--- src/rtl/bram_window_ctrl.sv ---
// BRAM window sequencer: byte-wide load on port A, word readback on port B,
// two-word register pair with byte-lane steering for the window logic.
module bram_window_ctrl #(
  parameter int LOAD_BYTES = 2048,
  parameter int ADDRA_W    = 11,
  parameter int ADDRB_W    = 9
) (
  input  logic               CLK,
  input  logic               Reset,
  input  logic               Start,
  input  logic [7:0]         din,
  input  logic               din_valid,
  output logic               din_ready,
  output logic               EN_A,
  output logic               W_A,
  output logic [ADDRA_W-1:0] Addra,
  output logic [7:0]         dina,
  output logic               EN_B,
  output logic [ADDRB_W-1:0] Addrb,
  input  logic [31:0]        db,
  output logic [31:0]        register1,
  output logic [31:0]        register2,
  output logic               En_Steer,
  output logic [2:0]         Select,
  output logic               LOCK,
  output logic               Complete
);

  localparam int NUM_WORDS = LOAD_BYTES / 4;

  typedef enum logic [2:0] {
    S_IDLE,
    S_LOAD,
    S_READ,
    S_CAPT,
    S_STEER,
    S_DONE
  } state_t;

  state_t             state;
  state_t             state_nx;
  logic [ADDRA_W-1:0] byte_cnt;
  logic [ADDRB_W-1:0] word_cnt;
  logic [1:0]         sel_cnt;
  logic               last_byte;
  logic               last_word;

  assign last_byte = (byte_cnt == ADDRA_W'(LOAD_BYTES - 1));
  assign last_word = (word_cnt == ADDRB_W'(NUM_WORDS - 1));

  always_ff @(posedge CLK) begin
    if (!Reset) begin
      state     <= S_IDLE;
      byte_cnt  <= '0;
      word_cnt  <= '0;
      sel_cnt   <= '0;
      register1 <= '0;
      register2 <= '0;
    end else begin
      state <= state_nx;
      unique case (state)
        S_IDLE: begin
          if (Start) begin
            byte_cnt <= '0;
            word_cnt <= '0;
          end
        end
        S_LOAD: begin
          if (din_valid && !last_byte)
            byte_cnt <= byte_cnt + ADDRA_W'(1);
        end
        S_CAPT: begin
          register2 <= register1;
          register1 <= db;
          sel_cnt   <= '0;
          // first word only primes the pair
          if (word_cnt == '0)
            word_cnt <= ADDRB_W'(1);
        end
        S_STEER: begin
          sel_cnt <= sel_cnt + 2'd1;
          if (sel_cnt == 2'd3 && !last_word)
            word_cnt <= word_cnt + ADDRB_W'(1);
        end
        default: ;
      endcase
    end
  end

  always_comb begin
    state_nx  = state;
    din_ready = 1'b0;
    EN_A      = 1'b0;
    W_A       = 1'b0;
    Addra     = '0;
    dina      = '0;
    EN_B      = 1'b0;
    Addrb     = '0;
    En_Steer  = 1'b0;
    Select    = '0;
    LOCK      = 1'b1;
    Complete  = 1'b0;
    unique case (state)
      S_IDLE: begin
        LOCK = 1'b0;
        if (Start)
          state_nx = S_LOAD;
      end
      S_LOAD: begin
        din_ready = 1'b1;
        if (din_valid) begin
          EN_A  = 1'b1;
          W_A   = 1'b1;
          Addra = byte_cnt;
          dina  = din;
          if (last_byte)
            state_nx = S_READ;
        end
      end
      S_READ: begin
        EN_B     = 1'b1;
        Addrb    = word_cnt;
        state_nx = S_CAPT;
      end
      S_CAPT: begin
        state_nx = (word_cnt == '0) ? S_READ : S_STEER;
      end
      S_STEER: begin
        En_Steer = 1'b1;
        Select   = {1'b0, sel_cnt};
        if (sel_cnt == 2'd3)
          state_nx = last_word ? S_DONE : S_READ;
      end
      S_DONE: begin
        Complete = 1'b1;
        state_nx = S_IDLE;
      end
      default: state_nx = S_IDLE;
    endcase
  end

endmodule

--- config.mk ---
export PLATFORM = sky130hd
export DESIGN_NAME = bram_window_ctrl
export DESIGN_NICKNAME = d
export VERILOG_FILES = /design/src/rtl/bram_window_ctrl.sv
export SDC_FILE = /design/constraint.sdc
export NUM_CORES = 1
export LEC_CHECK = 0
export CAP_MARGIN = 10
export CELL_PAD_IN_SITES_DETAIL_PLACEMENT = 1
export CELL_PAD_IN_SITES_GLOBAL_PLACEMENT = 1
export CORE_AREA = 2 2 110 112
export CTS_CLUSTER_SIZE = 8
export DETAILED_ROUTE_END_ITERATION = 8
export DIE_AREA = 0 0 112 114
export PLACE_DENSITY_LB_ADDON = 0.15
export SLEW_MARGIN = 40
export SYNTH_ARGS = -nofsm -noshare
export SYNTH_HDL_FRONTEND = slang
export SYNTH_SLANG_ARGS = --single-unit
--- constraint.sdc ---
create_clock -name CLK -period 4.91 [get_ports CLK]
set_input_delay 0.982 -clock CLK [delete_from_list [all_inputs] [get_ports CLK]]
set_output_delay 0.982 -clock CLK [all_outputs]
set_load 0.02 [all_outputs]
==> results.json, run 1 <==
{
  "critPathArrivalTime_ps": 3000,
  "start_util": 0.331,
  "path_class": "reg2out",
  "use_met3": 0.0579,
  "async_flop_share": 0,
  "viasPerCell": 5.06,
  "ys_seq_area_frac": 0.460,
  "path_delay_family": "buffers and inverters",
  "clkTransAtPathRegs_ps": 60,
  "ys_ff_latch": 89,
  "numPortBuffers": 144,
  "swShare": 0.243,
  "start_kind": "flop",
  "cts_root_buffer": "clkbuf_16",
  "pwr_density_cell_nw_per_um2": 282,
  "tritoncts": "built",
  "synth.avg_cell_area_um2": 7.85,
  "clk_path_buf_depth": 2,
  "finalClockSkew_ps": 6.23,
  "switching_power_mw": 0.390,
  "finalNetCount": 667,
  "path_cells": "nor3b_4 > nand2_2 > inv_1 > and2_1 > clkdlybuf4s50_1",
  "rrSetupSlack_ps": 2540,
  "grt_pass1_vias": 3799,
  "drv_slew": 0,
  "cp.depth": 5,
  "drt_iter0_drc": 203,
  "drv_cap": 0,
  "stdcell_count": 770,
  "h-tree-depth": 3,
  "p_leak_nw": 1.93,
  "antenna_found_initial": 0,
  "postCtsHoldBufs": 0,
  "diodes": 0,
  "worst_setup_path_end_kind": "primary output",
  "dp.cells": 754,
  "comb_power_share": 0.098,
  "hp-class": "reg2reg",
  "fmax_ghz": 0.251,
  "hold_viol": 0,
  "dp_hpwl_um": 8070,
  "dp_worst_setup_slack_ps": 924,
  "busiest_layer": "met2",
  "area_delta_synth_final_pct": 46.7,
  "synthesis.area_um2": 3880,
  "syn_nets": 543,
  "post_cts_resized": 0,
  "finalInstanceArea_um2": 5690,
  "final_util": 0.486,
  "wl_per_cell_um": 15.3,
  "synth.distinct_cells": 52,
  "hold_slack_ps": 454,
  "grt_usage": 0.184,
  "numCtsBuffers": 9,
  "grt_start_max_net_pins": 67,
  "ant_nets": 0,
  "r2r_start": "state[0]",
  "die_width_um": 112,
  "power.share.clock": 0.440,
  "yosys_most_used_dff": "dfxtp_1",
  "worst_r2r_path_depth": 6,
  "synthCells": 494,
  "placementRows": 40,
  "intPower_mw": 1.22,
  "drive_above_1_share": 0.0482,
  "postPlaceCellArea_um2": 5380,
  "worstSkewPairLatency_ps": 340,
  "post-cts-setup-buffer-count": 0,
  "synth_edf_count": 0,
  "status": "finished clean",
  "nFillCells": 1403,
  "crit_start": "state[0]",
  "min_period_ps": 3980,
  "die_h_um": 114,
  "crit_fanout": 24,
  "finalSetupTns_ps": 0,
  "tightest_slew_ps": 700,
  "gp_congestion": 0.808,
  "grtUsageMet2": 0.292,
  "crit_buf_inv": 2,
  "timing.final.crit_share": 0.812,
  "worstSetupEndpoint": "Addra[9]",
  "cp_slowest_cell": "clkdlybuf4s50_1",
  "wirelength_um": 11800,
  "required_ps": 3930,
  "use_met1": 0.238,
  "seq_power_share": 0.462,
  "r2r-end": "byte_cnt[5]",
  "core_um2": 11700,
  "drc": 0,
  "setup_violations": 0,
  "grt_pass1_wl_um": 19200,
  "rsz0062_at_grt": "no",
  "yosys_warnings": 0,
  "finalPower_mw": 1.61,
  "critPathMaxStageDelay_ps": 620,
  "ir_worst_vdd_mv": 0.192,
  "clock_sinks": 89,
  "relSlewSlack": 0.533,
  "io_pins": 146,
  "grt_overflow": 0,
  "dr_total_vias": 3898,
  "fp.dieArea_um2": 12800,
  "setup_ws_ps": 925,
  "firstDrtPassIters": 4
}
[cell usage in the layout, fill, tap and decap left out, types with 7 or more instances in the layout]
master             n
nor2_1            10
a21oi_1           72
o21ai_0           11
nand3_1           12
dfxtp_1           89
and2_1            31
nand2_1          148
o311ai_0           7
clkdlybuf4s50_1  144
clkbuf_16          9
[metal layers]
layer	share of wire	wire length [um]
met5	0	0
met4	0.013	156
met3	0.067	790
met2	0.47	5470
met1	0.45	5330
[sequential cells by signal, indices dropped and copies added, names as in the netlist]
register   flops
word_cnt       9
register1     32
register2     32
sel_cnt        2
byte_cnt      11
state          3
[synth_stat cells, drive strengths merged, types with 2 or more instances]
master	n	area, um2
nand2	149	562
dfxtp	89	1780
a21oi	72	360
and2	31	194
clkbuf	18	68.8
buf	17	85.1
nand3	12	60.1
nor2	11	43.8
o21ai	11	55.1
o311ai	7	61.3
a31oi	5	31.3
ha	5	62.6
inv	5	18.8
o211ai	5	37.5
or3	5	31.3
or4	5	37.5
mux2i	4	40.0
nand3b	4	30.0
nand4	4	25.0
nor3	4	20.0
and3	2	12.5
and3b	2	17.5
and4	2	17.5
nor3b	2	26.3
nor4	2	27.5
o31a	2	17.5
o31ai	2	15.0
or3b	2	17.5
[worst min-delay path by stage]
stage                     cells past startpoint             to     startpoint  slack [ps]
after floorplan                               2   byte_cnt[10]   byte_cnt[10]         450
after global placement                        2  register2[21]  register2[21]         440
after detailed placement                      2  register2[10]  register2[10]         450
after CTS                                     2  register2[10]  register2[10]         460
after global routing                          2  register2[15]  register2[15]         470
final                                         2  register2[27]  register2[27]         450
[final cells by class]
| class | count | area [um2] | share of cell area |
|---|---|---|---|
| clock buffer | 11 | 243 | 0.0427 |
| clock inverter | 5 | 61.3 | 0.0108 |
| inverter | 5 | 18.8 | 0.00330 |
| multi-input combinational | 365 | 1930 | 0.339 |
| sequential | 89 | 1780 | 0.313 |
| tap | 147 | 184 | 0.0323 |
| timing repair buffer | 148 | 1470 | 0.259 |
[cell families (layout without fill, tap and decap cells)]
| family | after synthesis | after routing | synth area share |
|---|---|---|---|
| AND/OR/NAND/NOR | 241 | 241 | 0.298 |
| AO/OA/AOI/OAI | 113 | 113 | 0.168 |
| flip-flops | 89 | 89 | 0.460 |
| buffers and inverters | 40 | 169 | 0.0445 |
| adder cells (fa/ha/maj) | 5 | 5 | 0.0161 |
| multiplexers | 5 | 5 | 0.0132 |
| other | 1 | 1 | 0.000967 |
[worst register-to-register path: stages (launching register included)]
cell and delay, ps:
dfxtp_1 560, nor3b_4 520, nand2_2 260, inv_1 470
or3b_2 210, o21ai_0 70, a211oi_1 200
[power by group through the flow]
stage / combinational [mW] / clock [mW] / sequential (mW)
6_report: 0.157 / 0.707 / 0.742
5_1_grt: 0.171 / 0.750 / 0.744
4_1_cts: 0.159 / 0.726 / 0.742
3_5_place_dp: 0.159 / 0 / 0.759
3_3_place_gp: 0.156 / 0 / 0.758
2_1_floorplan: 0.0777 / 0 / 0.760
No activity file was read; power rests on OpenSTA's default activity.
==> run 2, diff against run 1 <==
--- a/config.mk
+++ b/config.mk
@@ -8,10 +8,10 @@
 export CAP_MARGIN = 10
 export CELL_PAD_IN_SITES_DETAIL_PLACEMENT = 1
 export CELL_PAD_IN_SITES_GLOBAL_PLACEMENT = 1
-export CORE_AREA = 2 2 110 112
+export CORE_AREA = 2 2 121 123
 export CTS_CLUSTER_SIZE = 8
 export DETAILED_ROUTE_END_ITERATION = 8
-export DIE_AREA = 0 0 112 114
+export DIE_AREA = 0 0 123 125
 export PLACE_DENSITY_LB_ADDON = 0.15
 export SLEW_MARGIN = 40
 export SYNTH_ARGS = -nofsm -noshare
==> constraint.sdc (replaced) <==
create_clock -name CLK -period 3.34 [get_ports CLK]
set_input_delay 0.668 -clock CLK [delete_from_list [all_inputs] [get_ports CLK]]
set_output_delay 0.668 -clock CLK [all_outputs]
set_load 0.02 [all_outputs]
==> run 2 against run 1 <==
  * Count of clock-buffer cells in the layout is 2 lower
  * Total power is 45% higher
  * Flip-flop and latch count unchanged
  * Non-clock buffer count increased by 9
  * Critical path depth decreased by 1
  * First-iteration DRC count down 4.4%
  * Clock skew down 0.88 ps
==> results.json, run 2 (same netlist as run 1, synthesis figures left out) <==
{
  "required_ps": 2670,
  "crit_fanout": 13,
  "critPathArrivalTime_ps": 2310,
  "status": "finished clean",
  "finalSetupTns_ps": 0,
  "finalInstanceArea_um2": 5810,
  "regArea_um2": 1780,
  "post_cts_resized": 0,
  "grt_usage": 0.159,
  "numCtsBuffers": 9,
  "placementRows": 44,
  "grt_pass1_vias": 3868,
  "start_kind": "flop",
  "viasPerCell": 4.81,
  "firstDrtPassIters": 4,
  "wl_per_cell_um": 15.1,
  "stdcell_count": 816,
  "reg_top3": "register1: 32 flops, register2: 32 flops, byte_cnt: 11 flops",
  "clkTransAtPathRegs_ps": 70,
  "dp_hpwl_um": 8620,
  "worst_setup_path_end_kind": "primary output",
  "hp-class": "reg2reg",
  "finalPower_mw": 2.33,
  "drive_above_1_share": 0.0617,
  "timing.final.crit_share": 0.892,
  "swShare": 0.265,
  "grt_pass1_wl_um": 19600,
  "grt_start_max_net_pins": 56,
  "min_period_ps": 2980,
  "power.share.clock": 0.427,
  "diodes": 0,
  "multiInputGateArea_um2": 1920,
  "cts_root_buffer": "clkbuf_16",
  "die_h_um": 125,
  "drt_iter0_drc": 194,
  "ant_nets": 0,
  "fp.dieArea_um2": 15400,
  "rrSetupSlack_ps": 970,
  "tritoncts": "built",
  "path_class": "reg2out",
  "critPathMaxStageDelay_ps": 600,
  "setup_violations": 0,
  "die_width_um": 123,
  "finalClockSkew_ps": 5.35,
  "tightest_slew_ps": 652,
  "relSlewSlack": 0.565,
  "pwr_density_cell_nw_per_um2": 402,
  "finalNetCount": 676,
  "grt_overflow": 0,
  "dp_worst_setup_slack_ps": 431,
  "post-cts-setup-buffer-count": 0,
  "mostFrequentLayoutCells": "148 x nand2_1, 144 x clkdlybuf4s50_1, 89 x dfxtp_1",
  "core_um2": 14200,
  "intPower_mw": 1.71,
  "io_pins": 146,
  "clk_path_buf_depth": 2,
  "h-tree-depth": 3,
  "clock_sinks": 89,
  "setup_ws_ps": 361,
  "worstSkewPairLatency_ps": 350,
  "area_delta_synth_final_pct": 49.8,
  "final_util": 0.409,
  "hold_viol": 0,
  "comb_power_share": 0.106,
  "p_leak_nw": 1.97,
  "antenna_found_initial": 0,
  "start_util": 0.273,
  "fmax_ghz": 0.336,
  "drv_slew": 0,
  "nFillCells": 1696,
  "dp.cells": 799,
  "crit_buf_inv": 2,
  "drc": 0,
  "cp_slowest_cell": "clkdlybuf4s50_1",
  "wirelength_um": 12400,
  "switching_power_mw": 0.618,
  "drv_cap": 0,
  "numPortBuffers": 144,
  "dr_total_vias": 3926,
  "rsz0062_at_grt": "no",
  "ir_worst_vdd_mv": 0.221,
  "gp_congestion": 0.752,
  "postPlaceCellArea_um2": 5510,
  "seq_power_share": 0.468,
  "postCtsHoldBufs": 0,
  "path_cells": "or3b_1 > inv_2 > and2_1 > clkdlybuf4s50_1",
  "path_delay_family": "buffers and inverters",
  "hold_slack_ps": 453,
  "layout_commonest_cell": "nand2_1"
}
==> run 2: power by group through the flow <==
stage          Clock, mW  Combinational, mW  Sequential, mW
2_1_floorplan          0              0.114            1.12
3_3_place_gp           0              0.244            1.11
3_5_place_dp           0              0.247            1.12
4_1_cts             1.04              0.249            1.09
5_1_grt             1.07              0.268            1.09
6_report           0.995              0.246            1.09
==> run 2: worst paths after layout <==
kind / start / endpoint / cells after the start
worst max-delay path: state[1] / Select[0] / 4
worst min-delay path: register2[26] / register2[26] / 2
worst max register to register: state[1] / word_cnt[3] / 4
worst min register to register: register2[26] / register2[26] / 2
==> run 2: metal layers <==
layer | vias up | track usage | wire (um)
met2 | 100 | 0.255 | 5590
met3 | 16 | 0.0347 | 650
met5 | - | 0 | 0
met4 | 0 | 0.0615 | 204
li1 | 1954 | - | -
met1 | 1856 | 0.208 | 5900
==> run 2: area by class of cell <==
| type | instances | share of cell area |
|---|---|---|
| Timing Repair Buffer | 157 | 0.270 |
| Clock buffer | 9 | 0.0388 |
| Sequential cell | 89 | 0.307 |
| Inverter | 5 | 0.00323 |
| Multi-Input combinational cell | 365 | 0.331 |
| Tap cell | 184 | 0.0396 |
| Clock inverter | 7 | 0.0106 |
==> run 2: worst min-delay path: stages, from the launching register on <==
cell     delay, ps
dfxtp_1        310
nand2_1         50
a21oi_1         50
==> run 3, diff against run 2 <==
--- a/config.mk
+++ b/config.mk
@@ -17,3 +17,4 @@
 export SYNTH_ARGS = -nofsm -noshare
 export SYNTH_HDL_FRONTEND = slang
 export SYNTH_SLANG_ARGS = --single-unit
+export TNS_END_PERCENT = 5
==> results of run 3 <==
The final DEF is identical to that of run 2; final timing and power are the same.
